`config.mk`:
```
export PLATFORM = sky130hd
export DESIGN_NAME = decoder_scan_ctrl
export DESIGN_NICKNAME = d
export VERILOG_FILES = /design/src/rtl/decoder_scan_pkg.sv /design/src/rtl/decoder_scan_ctrl_dwell_timer.sv /design/src/rtl/decoder_scan_ctrl.sv
export SDC_FILE = /design/constraint.sdc
export NUM_CORES = 1
export LEC_CHECK = 0
export BUFFER_PORTS_ARGS = -buffer_cell sky130_fd_sc_hd__buf_2
export CELL_PAD_IN_SITES_DETAIL_PLACEMENT = 0
export CELL_PAD_IN_SITES_GLOBAL_PLACEMENT = 1
export CORE_MARGIN = 2
export CORE_UTILIZATION = 39
export DETAILED_ROUTE_END_ITERATION = 10
export PLACE_DENSITY = 0.73
export REMOVE_ABC_BUFFERS = 1
export SYNTH_ARGS = -nofsm -noshare
export SYNTH_HDL_FRONTEND = slang
export SYNTH_HIERARCHICAL = 1
export SYNTH_SLANG_ARGS = --single-unit
```
`constraint.sdc`:
```
create_clock -name wb_clk_i -period 2.5 [get_ports wb_clk_i]
set_input_delay 0.5 -clock wb_clk_i [delete_from_list [all_inputs] [get_ports wb_clk_i]]
set_output_delay 0.5 -clock wb_clk_i [all_outputs]
set_load 0.02 [all_outputs]
```
`src/rtl/decoder_scan_pkg.sv`:
```
// decoder_scan_pkg: state encoding and default widths shared by the
// decoder row-scan controller and its dwell timer.
package decoder_scan_pkg;

   localparam int K_DEF       = 6;
   localparam int DWELL_W_DEF = 8;

   localparam logic [1:0] ENC_IDLE  = 2'd0;
   localparam logic [1:0] ENC_ROW   = 2'd1;
   localparam logic [1:0] ENC_BLANK = 2'd2;
   localparam logic [1:0] ENC_DONE  = 2'd3;

   typedef enum logic [1:0] {
      ST_IDLE  = ENC_IDLE,
      ST_ROW   = ENC_ROW,
      ST_BLANK = ENC_BLANK,
      ST_DONE  = ENC_DONE
   } scan_state_t;

endpackage

```
`src/rtl/decoder_scan_ctrl_dwell_timer.sv`:
```
// dwell_timer: loadable down-counter measuring how long a row stays enabled.
// A loaded value of 0 behaves like 1, so every row gets at least one cycle.
module dwell_timer #(
   parameter int DWELL_W = 8
) (
   input  logic               clk,
   input  logic               rst,
   input  logic               load,
   input  logic [DWELL_W-1:0] value,
   output logic               expire
);

   logic [DWELL_W-1:0] cnt_q;

   // Reload on row entry, otherwise count down and park at 1.
   always_ff @(posedge clk or posedge rst) begin
      if (rst) begin
         cnt_q <= '0;
      end else if (load) begin
         cnt_q <= value;
      end else if (cnt_q > DWELL_W'(1)) begin
         cnt_q <= cnt_q - 1'b1;
      end
   end

   assign expire = (cnt_q <= DWELL_W'(1));

endmodule

```
`src/rtl/decoder_scan_ctrl.sv`:
```
// decoder_scan_ctrl: drives index/enable of a bin2onehot decoder so that a
// window first..last (wrapping modulo 2^K) is enabled one row at a time.
// Optional macro DECODER_SCAN_BLANK_EN inserts a one-cycle blank between rows.
module decoder_scan_ctrl
   import decoder_scan_pkg::*;
#(
   parameter int K       = K_DEF,
   parameter int DWELL_W = DWELL_W_DEF
) (
   input  logic               wb_clk_i,
   input  logic               wb_rst_i,
   input  logic               start_i,
   input  logic [K-1:0]       first_i,
   input  logic [K-1:0]       last_i,
   input  logic [DWELL_W-1:0] dwell_i,
   input  logic               cont_i,
   input  logic               abort_i,
   output logic [K-1:0]       idx_o,
   output logic               en_o,
   output logic               busy_o,
   output logic               done_o,
   output logic               wrap_o
);

   scan_state_t        state_q, state_n;
   logic [K-1:0]       idx_n;
   logic               en_n, busy_n, done_n, wrap_n;
   logic               load, latch, expire;
   logic [DWELL_W-1:0] dwell_val;

   logic [K-1:0]       first_q, last_q;
   logic [DWELL_W-1:0] dwell_q;
   logic               cont_q;

`ifdef DECODER_SCAN_BLANK_EN
   // The wrap is announced on the first enabled cycle after the blank.
   logic               wrap_pend_q, wrap_pend_n;
`endif

   // At start the timer must see the incoming dwell, not the stale copy.
   assign dwell_val = latch ? dwell_i : dwell_q;

   dwell_timer #(.DWELL_W(DWELL_W)) u_dwell_timer (
      .clk    (wb_clk_i),
      .rst    (wb_rst_i),
      .load   (load),
      .value  (dwell_val),
      .expire (expire)
   );

   // Scan configuration captured once per accepted start.
   always_ff @(posedge wb_clk_i) begin
      if (latch) begin
         first_q <= first_i;
         last_q  <= last_i;
         dwell_q <= dwell_i;
         cont_q  <= cont_i;
      end
   end

   // State and registered outputs.
   always_ff @(posedge wb_clk_i or posedge wb_rst_i) begin
      if (wb_rst_i) begin
         state_q <= ST_IDLE;
         idx_o   <= '0;
         en_o    <= 1'b0;
         busy_o  <= 1'b0;
         done_o  <= 1'b0;
         wrap_o  <= 1'b0;
      end else begin
         state_q <= state_n;
         idx_o   <= idx_n;
         en_o    <= en_n;
         busy_o  <= busy_n;
         done_o  <= done_n;
         wrap_o  <= wrap_n;
      end
   end

`ifdef DECODER_SCAN_BLANK_EN
   // Remembers that the row being blanked into is a wrap back to first.
   always_ff @(posedge wb_clk_i or posedge wb_rst_i) begin
      if (wb_rst_i) wrap_pend_q <= 1'b0;
      else          wrap_pend_q <= wrap_pend_n;
   end
`endif

   // Next state and next registered output values; abort overrides all.
   always_comb begin
      state_n = state_q;
      idx_n   = idx_o;
      en_n    = 1'b0;
      busy_n  = 1'b1;
      done_n  = 1'b0;
      wrap_n  = 1'b0;
      load    = 1'b0;
      latch   = 1'b0;
`ifdef DECODER_SCAN_BLANK_EN
      wrap_pend_n = wrap_pend_q;
`endif
      case (state_q)
         ST_IDLE: begin
            busy_n = 1'b0;
            if (start_i) begin
               latch   = 1'b1;
               load    = 1'b1;
               idx_n   = first_i;
               state_n = ST_ROW;
               en_n    = 1'b1;
               busy_n  = 1'b1;
            end
         end
         ST_ROW: begin
            en_n = 1'b1;
            if (expire) begin
               if ((idx_o != last_q) || cont_q) begin
                  if (idx_o != last_q) idx_n = idx_o + 1'b1;
                  else                 idx_n = first_q;
`ifdef DECODER_SCAN_BLANK_EN
                  state_n     = ST_BLANK;
                  en_n        = 1'b0;
                  wrap_pend_n = (idx_o == last_q);
`else
                  load   = 1'b1;
                  wrap_n = (idx_o == last_q);
`endif
               end else begin
                  state_n = ST_DONE;
                  en_n    = 1'b0;
                  done_n  = 1'b1;
               end
            end
         end
`ifdef DECODER_SCAN_BLANK_EN
         ST_BLANK: begin
            state_n     = ST_ROW;
            load        = 1'b1;
            en_n        = 1'b1;
            wrap_n      = wrap_pend_q;
            wrap_pend_n = 1'b0;
         end
`endif
         ST_DONE: begin
            state_n = ST_IDLE;
            busy_n  = 1'b0;
         end
         default: begin
            state_n = ST_IDLE;
            busy_n  = 1'b0;
         end
      endcase
      if (abort_i) begin
         state_n = ST_IDLE;
         idx_n   = idx_o;
         en_n    = 1'b0;
         busy_n  = 1'b0;
         done_n  = 1'b0;
         wrap_n  = 1'b0;
         load    = 1'b0;
         latch   = 1'b0;
`ifdef DECODER_SCAN_BLANK_EN
         wrap_pend_n = 1'b0;
`endif
      end
   end

`ifdef FORMAL
   // Output invariants: enable only while busy, pulses exclusive, index in window.
   always_comb begin
      if (!wb_rst_i) begin
         assert (!en_o || busy_o);
         assert (!(done_o && wrap_o));
         assert (!en_o || ((first_q <= last_q) ? ((idx_o >= first_q) && (idx_o <= last_q))
                                              : ((idx_o >= first_q) || (idx_o <= last_q))));
      end
   end
`endif

endmodule

```
# [Word level (Yosys, flattened, before mapping)]
# Cells that the tools add are included.
# W data, S select, Z words.
[op_classes] bitwise_logic=1 muxes=33 n_addsub=2 reduce_logical=6 n_eq_ne=9 order_cmp=2
[op_table] operator="$mux W6" n=4
[op_table] operator="$mux W8" n=3
[op_table] operator="$mux W1" n=17
[op_table] operator="$pmux W6 S2" n=1
[op_table] operator="$ne A3 B3 Y1 const B" n=3
[op_table] operator="$gt A8 B1 Y1 const B" n=1
[op_table] operator="$le A8 B1 Y1 const B" n=1
[op_table] operator="$mux W2" n=4
[op_table] operator="$sub A8 B1 Y8 const B" n=1
[op_table] operator="$add A6 B1 Y6 const B" n=1
[op_table] operator="$eq A6 B6 Y1" n=1
[op_table] operator="$ne A2 B2 Y1 const B" n=3
[op_table] operator="$ne A6 B6 Y1" n=1
[op_table] operator="$pmux W1 S2" n=3
[op_table] operator="$reduce_and A5 Y1" n=1
[op_table] operator="$pmux W2 S2" n=1
[op_table] operator="$reduce_bool A2 Y1" n=2
[op_table] operator="$reduce_and A3 Y1" n=1
[op_table] operator="$eq A2 B1 Y1 const B" n=1
[op_table] operator="$logic_not A2 Y1" n=1
[op_table] operator="$logic_or A1 B1 Y1" n=1
[op_table] operator="$not A1 Y1" n=1
[word_totals] regBits=41 input_bits=25

# [Depth between registers and ports, before layout]
[logic_depth] depth_word=7 ltp_mapped=12

# [By module]
# The synthesis kept the hierarchy.
[by_module_without_submodules] module="decoder_scan_ctrl" area_per_inst_um2=1430.1 seq_area_each_um2=850.8 cells_each=111 n_inst=1
[by_module_without_submodules] module="dwell_timer" area_per_inst_um2=518.0 seq_area_each_um2=200.2 cells_each=60 n_inst=1

# [Worst setup path after synthesis]
# No wires, ideal clock.
[synth_path] path_type="register -> register" startpoint="register u_dwell_timer.cnt_q[4]" endpoint="register u_dwell_timer.cnt_q[5]" path_stages_with_launch=11 period_less_slack_ns=2.674 setup_time_ns=0.104 setup_slack_ns=-0.174 arrival_time_ns=2.570 cell_sequence="dfrtp_1 > or3_1 > clkbuf_2 > nor3_1 > nand2_1 > a21boi_4 > o41ai_4 > inv_1 > clkbuf_1 > clkinv_1 > a221oi_1"
[synth_between] elab_chain_len=5
[synth_rtl] element="start: declaration" line_no="decoder_scan_ctrl_dwell_timer.sv:13" source="logic [DWELL_W-1:0] cnt_q;"
[synth_rtl] element="start signal: assignment" line_no="decoder_scan_ctrl_dwell_timer.sv:20" source="cnt_q <= value;"
[synth_rtl] element="start signal: assignment" line_no="decoder_scan_ctrl_dwell_timer.sv:22" source="cnt_q <= cnt_q - 1'b1;"
[synth_rtl] element="$le A8 B1 Y1 *" line_no="decoder_scan_ctrl_dwell_timer.sv:26" source="assign expire = (cnt_q <= DWELL_W'(1));"
[synth_rtl] element="named net expire" line_no="decoder_scan_ctrl.sv:28" source="logic load, latch, expire;"
[synth_rtl] element="$mux W1 *" line_no="decoder_scan_ctrl.sv:115" source="if (expire) begin"
[synth_rtl] element="$pmux W1 S2 *" line_no="decoder_scan_ctrl.sv:101" source="case (state_q)"
[synth_rtl] element="$mux W1 *" line_no="decoder_scan_ctrl.sv:152" source="if (abort_i) begin"
[synth_rtl] element="named net load" line_no="decoder_scan_ctrl.sv:28"
[synth_rtl] element="$mux W8 or $reduce_bool A2 Y1 (tied branches)"
# Mark *: on every way through the listed nets, which the timed path passes. The rest lies on a longest branch. The select of a mux whose other input is x is not followed.
# A chain may end at the register's enable or synchronous reset.

# [Worst setup path after layout]
# Same ends and word-level chain as after synthesis.

==> impl_metrics.env <==
export IMPL_grt_use_total_pct=16.4
export IMPL_synth_top_area_share_pct=25.7
export IMPL_cp_arrival_ns=2.49
export IMPL_root_buffer="clkbuf_8"
export IMPL_wl_per_cell_um=14.8
export IMPL_antenna_left=0
export IMPL_ff2ff_path_depth=9
export IMPL_vias=1461
export IMPL_clkLatencyLatePin_ns=0.29
export IMPL_drcViolationCount=0
export IMPL_cts_buffers=5
export IMPL_synth_top_cell_by_area="dfrtp_1"
export IMPL_ios=35
export IMPL_ys_seq_elements=41
export IMPL_min_period_ns=2.29
export IMPL_synth_seq_area_share_pct=53.9
export IMPL_n_antenna_cell=0
export IMPL_drv_slew=0
export IMPL_cts_htree_levels=2
export IMPL_viasPerCell=5.16
export IMPL_max_freq_mhz=437
export IMPL_grt_max_degree=14
export IMPL_clockBufferDepth=2
export IMPL_tightest_slew_ns=0.467
export IMPL_synth_ff_type="dfrtp_1"
export IMPL_row_count=25
export IMPL_yosys_warnings=6
export IMPL_drt_total_wl_mm=4.20
export IMPL_drv_cap=0
export IMPL_cts_tree="yes"
export IMPL_fin_skew_ns=0.00817
export IMPL_portBuffers=34
export IMPL_syn2layout_area_growth_pct=21.2
export IMPL_core_area_mm2=0.00475
export IMPL_avgSynthCellArea_um2=11.4
export IMPL_antenna_found_initial=0
export IMPL_period_share_pct=91.6
export IMPL_gp_congestion=1.00
export IMPL_r2r_slack_ns=0.21
export IMPL_ys_top_cells_by_count="20 x dfrtp_1, 13 x edfxtp_1, 12 x nand2_1"
export IMPL_hold_viol=0
export IMPL_start_kind="register"
export IMPL_status="complete, no violations"
export IMPL_p_leak_nw=0.996
export IMPL_clk_pin_slew_ns=0.08
export IMPL_critPathMaxFanout=9
export IMPL_rsz0062_at_grt="false"
export IMPL_fin_util_pct=49.7
export IMPL_cts_setup_buffers=0
export IMPL_rr_startpoint="u_dwell_timer/cnt_q[4]"
export IMPL_async_flop_share_pct=48.8
export IMPL_irDropWorstVdd_mv=0.472
export IMPL_die_area_mm2=0.00558
export IMPL_endpoint_kind="register"
export IMPL_startpoint="u_dwell_timer/cnt_q[4]"
export IMPL_die_y_um=74.7
export IMPL_ys_types=47
export IMPL_yosysMostFrequentCell="dfrtp_1"
export IMPL_p_per_area_mw_per_mm2=889
export IMPL_grt_pass1_vias=1454
export IMPL_tns_ns=0
export IMPL_die_x_um=74.7
export IMPL_synthCells=171
export IMPL_worstSetupPathType="reg -> reg"
export IMPL_drive_gt1_share_pct=31.9
export IMPL_critical_path_required_ns=2.69
export IMPL_holdCritPathClass="in -> async"
export IMPL_dp_hpwl_mm=3.17
export IMPL_reg2reg_to="u_dwell_timer/cnt_q[5]"
export IMPL_synth_area_leaders="dfrtp_1 26%, edfxtp_1 20%, dfxtp_1 8.2%"
export IMPL_grt_overflow=0
export IMPL_syn_area_mm2=0.00195
export IMPL_initial_core_util_pct=41.0
export IMPL_drt_iter0_markers=68
export IMPL_synth_edf_count=13
export IMPL_grt_pass1_wl_mm=6.77
export IMPL_maxSlewHeadroom_pct=68.6
export IMPL_drt_pass1_iterations=4
export IMPL_setup_viol=0
export IMPL_finalNetCount=243
export IMPL_cts_sinks=41
[worst max path at each step]
stage	slack [ns]	endpoint	depth (start not counted)
6_report	0.21	u_dwell_timer/cnt_q[5]	9
5_1_grt	0.05	u_dwell_timer/cnt_q[7]	12
4_1_cts	0.14	u_dwell_timer/cnt_q[5]	8
3_5_place_dp	0.16	u_dwell_timer/cnt_q[5]	10
3_3_place_gp	0.21	u_dwell_timer/cnt_q[5]	8
2_1_floorplan	0.01	u_dwell_timer/cnt_q[5]	8
[layout make-up]
cell class / count / area, um2
clock buffer: 6 / 82.6
clock inverter: 2 / 37.5
fill: 450 / 2390
inverter: 12 / 48.8
multi-input combinational: 113 / 827
sequential: 41 / 1050
tap: 67 / 83.8
timing repair buffer: 42 / 230
[routing by layer]
layer	vias to the layer above	global-route usage, %	wire length, um
li1	710	-	-
met1	697	18.4	1750
met2	43	30.2	2230
met3	11	3.21	142
met4	0	7.14	82
met5	-	0	0
[through the flow]
step / hold slack, ns / instance area, um2 / setup WS, ns / cells / power [mW]
after global routing: 0.180 / 2360 / 0.0494 / 283 / 2.21
after CTS: 0.165 / 2350 / 0.137 / 283 / 2.10
after floorplan: 0.316 / 1920 / 0.0111 / 166 / 1.34
after global placement: 0.460 / 2230 / 0.209 / 275 / 1.52
final: 0.161 / 2360 / 0.209 / 283 / 2.10
after detailed placement: 0.469 / 2230 / 0.159 / 275 / 1.54
[kinds of logic (layout without fill, tap and decap cells)]
logic type | count (synthesis) | in the layout | synth area share (%)
simple gates | 52 | 52 | 14.1
flops | 41 | 41 | 53.9
compound gates | 36 | 36 | 15.0
buf+inv | 17 | 62 | 3.85
mux | 12 | 12 | 6.68
xor+xnor | 10 | 10 | 4.50
fa+ha+maj | 3 | 3 | 1.93
[sequential cells by signal, summed over array words and instances (netlist names)]
register	flops
done_o	1
en_o	1
cont_q	1
u_dwell_timer/cnt_q	8
wrap_o	1
last_q	6
busy_o	1
dwell_q	8
idx_o	6
first_q	6
state_q	2
[critical path, cell delays in order (launching register included)]
cell and delay [ns]:
dfrtp_1 0.44, or3_1 0.43, nor3_2 0.22, nand2_1 0.12
a21boi_4 0.19, o41ai_4 0.14, inv_1 0.14, buf_4 0.18
a21oi_1 0.05, a221oi_1 0.29
[power breakdown]
| group | leakage [nW] | internal (mW) | switching (mW) |
|---|---|---|---|
| Sequential | 0.434 | 0.813 | 0.131 |
| Clock | 0.0574 | 0.325 | 0.231 |
| Combinational | 0.505 | 0.270 | 0.330 |
[cell usage in the layout, fill, tap and decap left out, drive strengths merged, types with 8 or more instances in the layout]
master,n
buf,42
dfrtp,20
dfxtp,8
edfxtp,13
inv,11
mux2,8
nand2,12
nor2,11
xnor2,10
[what timing repair did]
action | CTS | global route
endpoints found under the setup margin | 0 | 6
resized for setup | 0 | 3
hold buffers | 0 | 0
(Power assumes the default switching activity.)
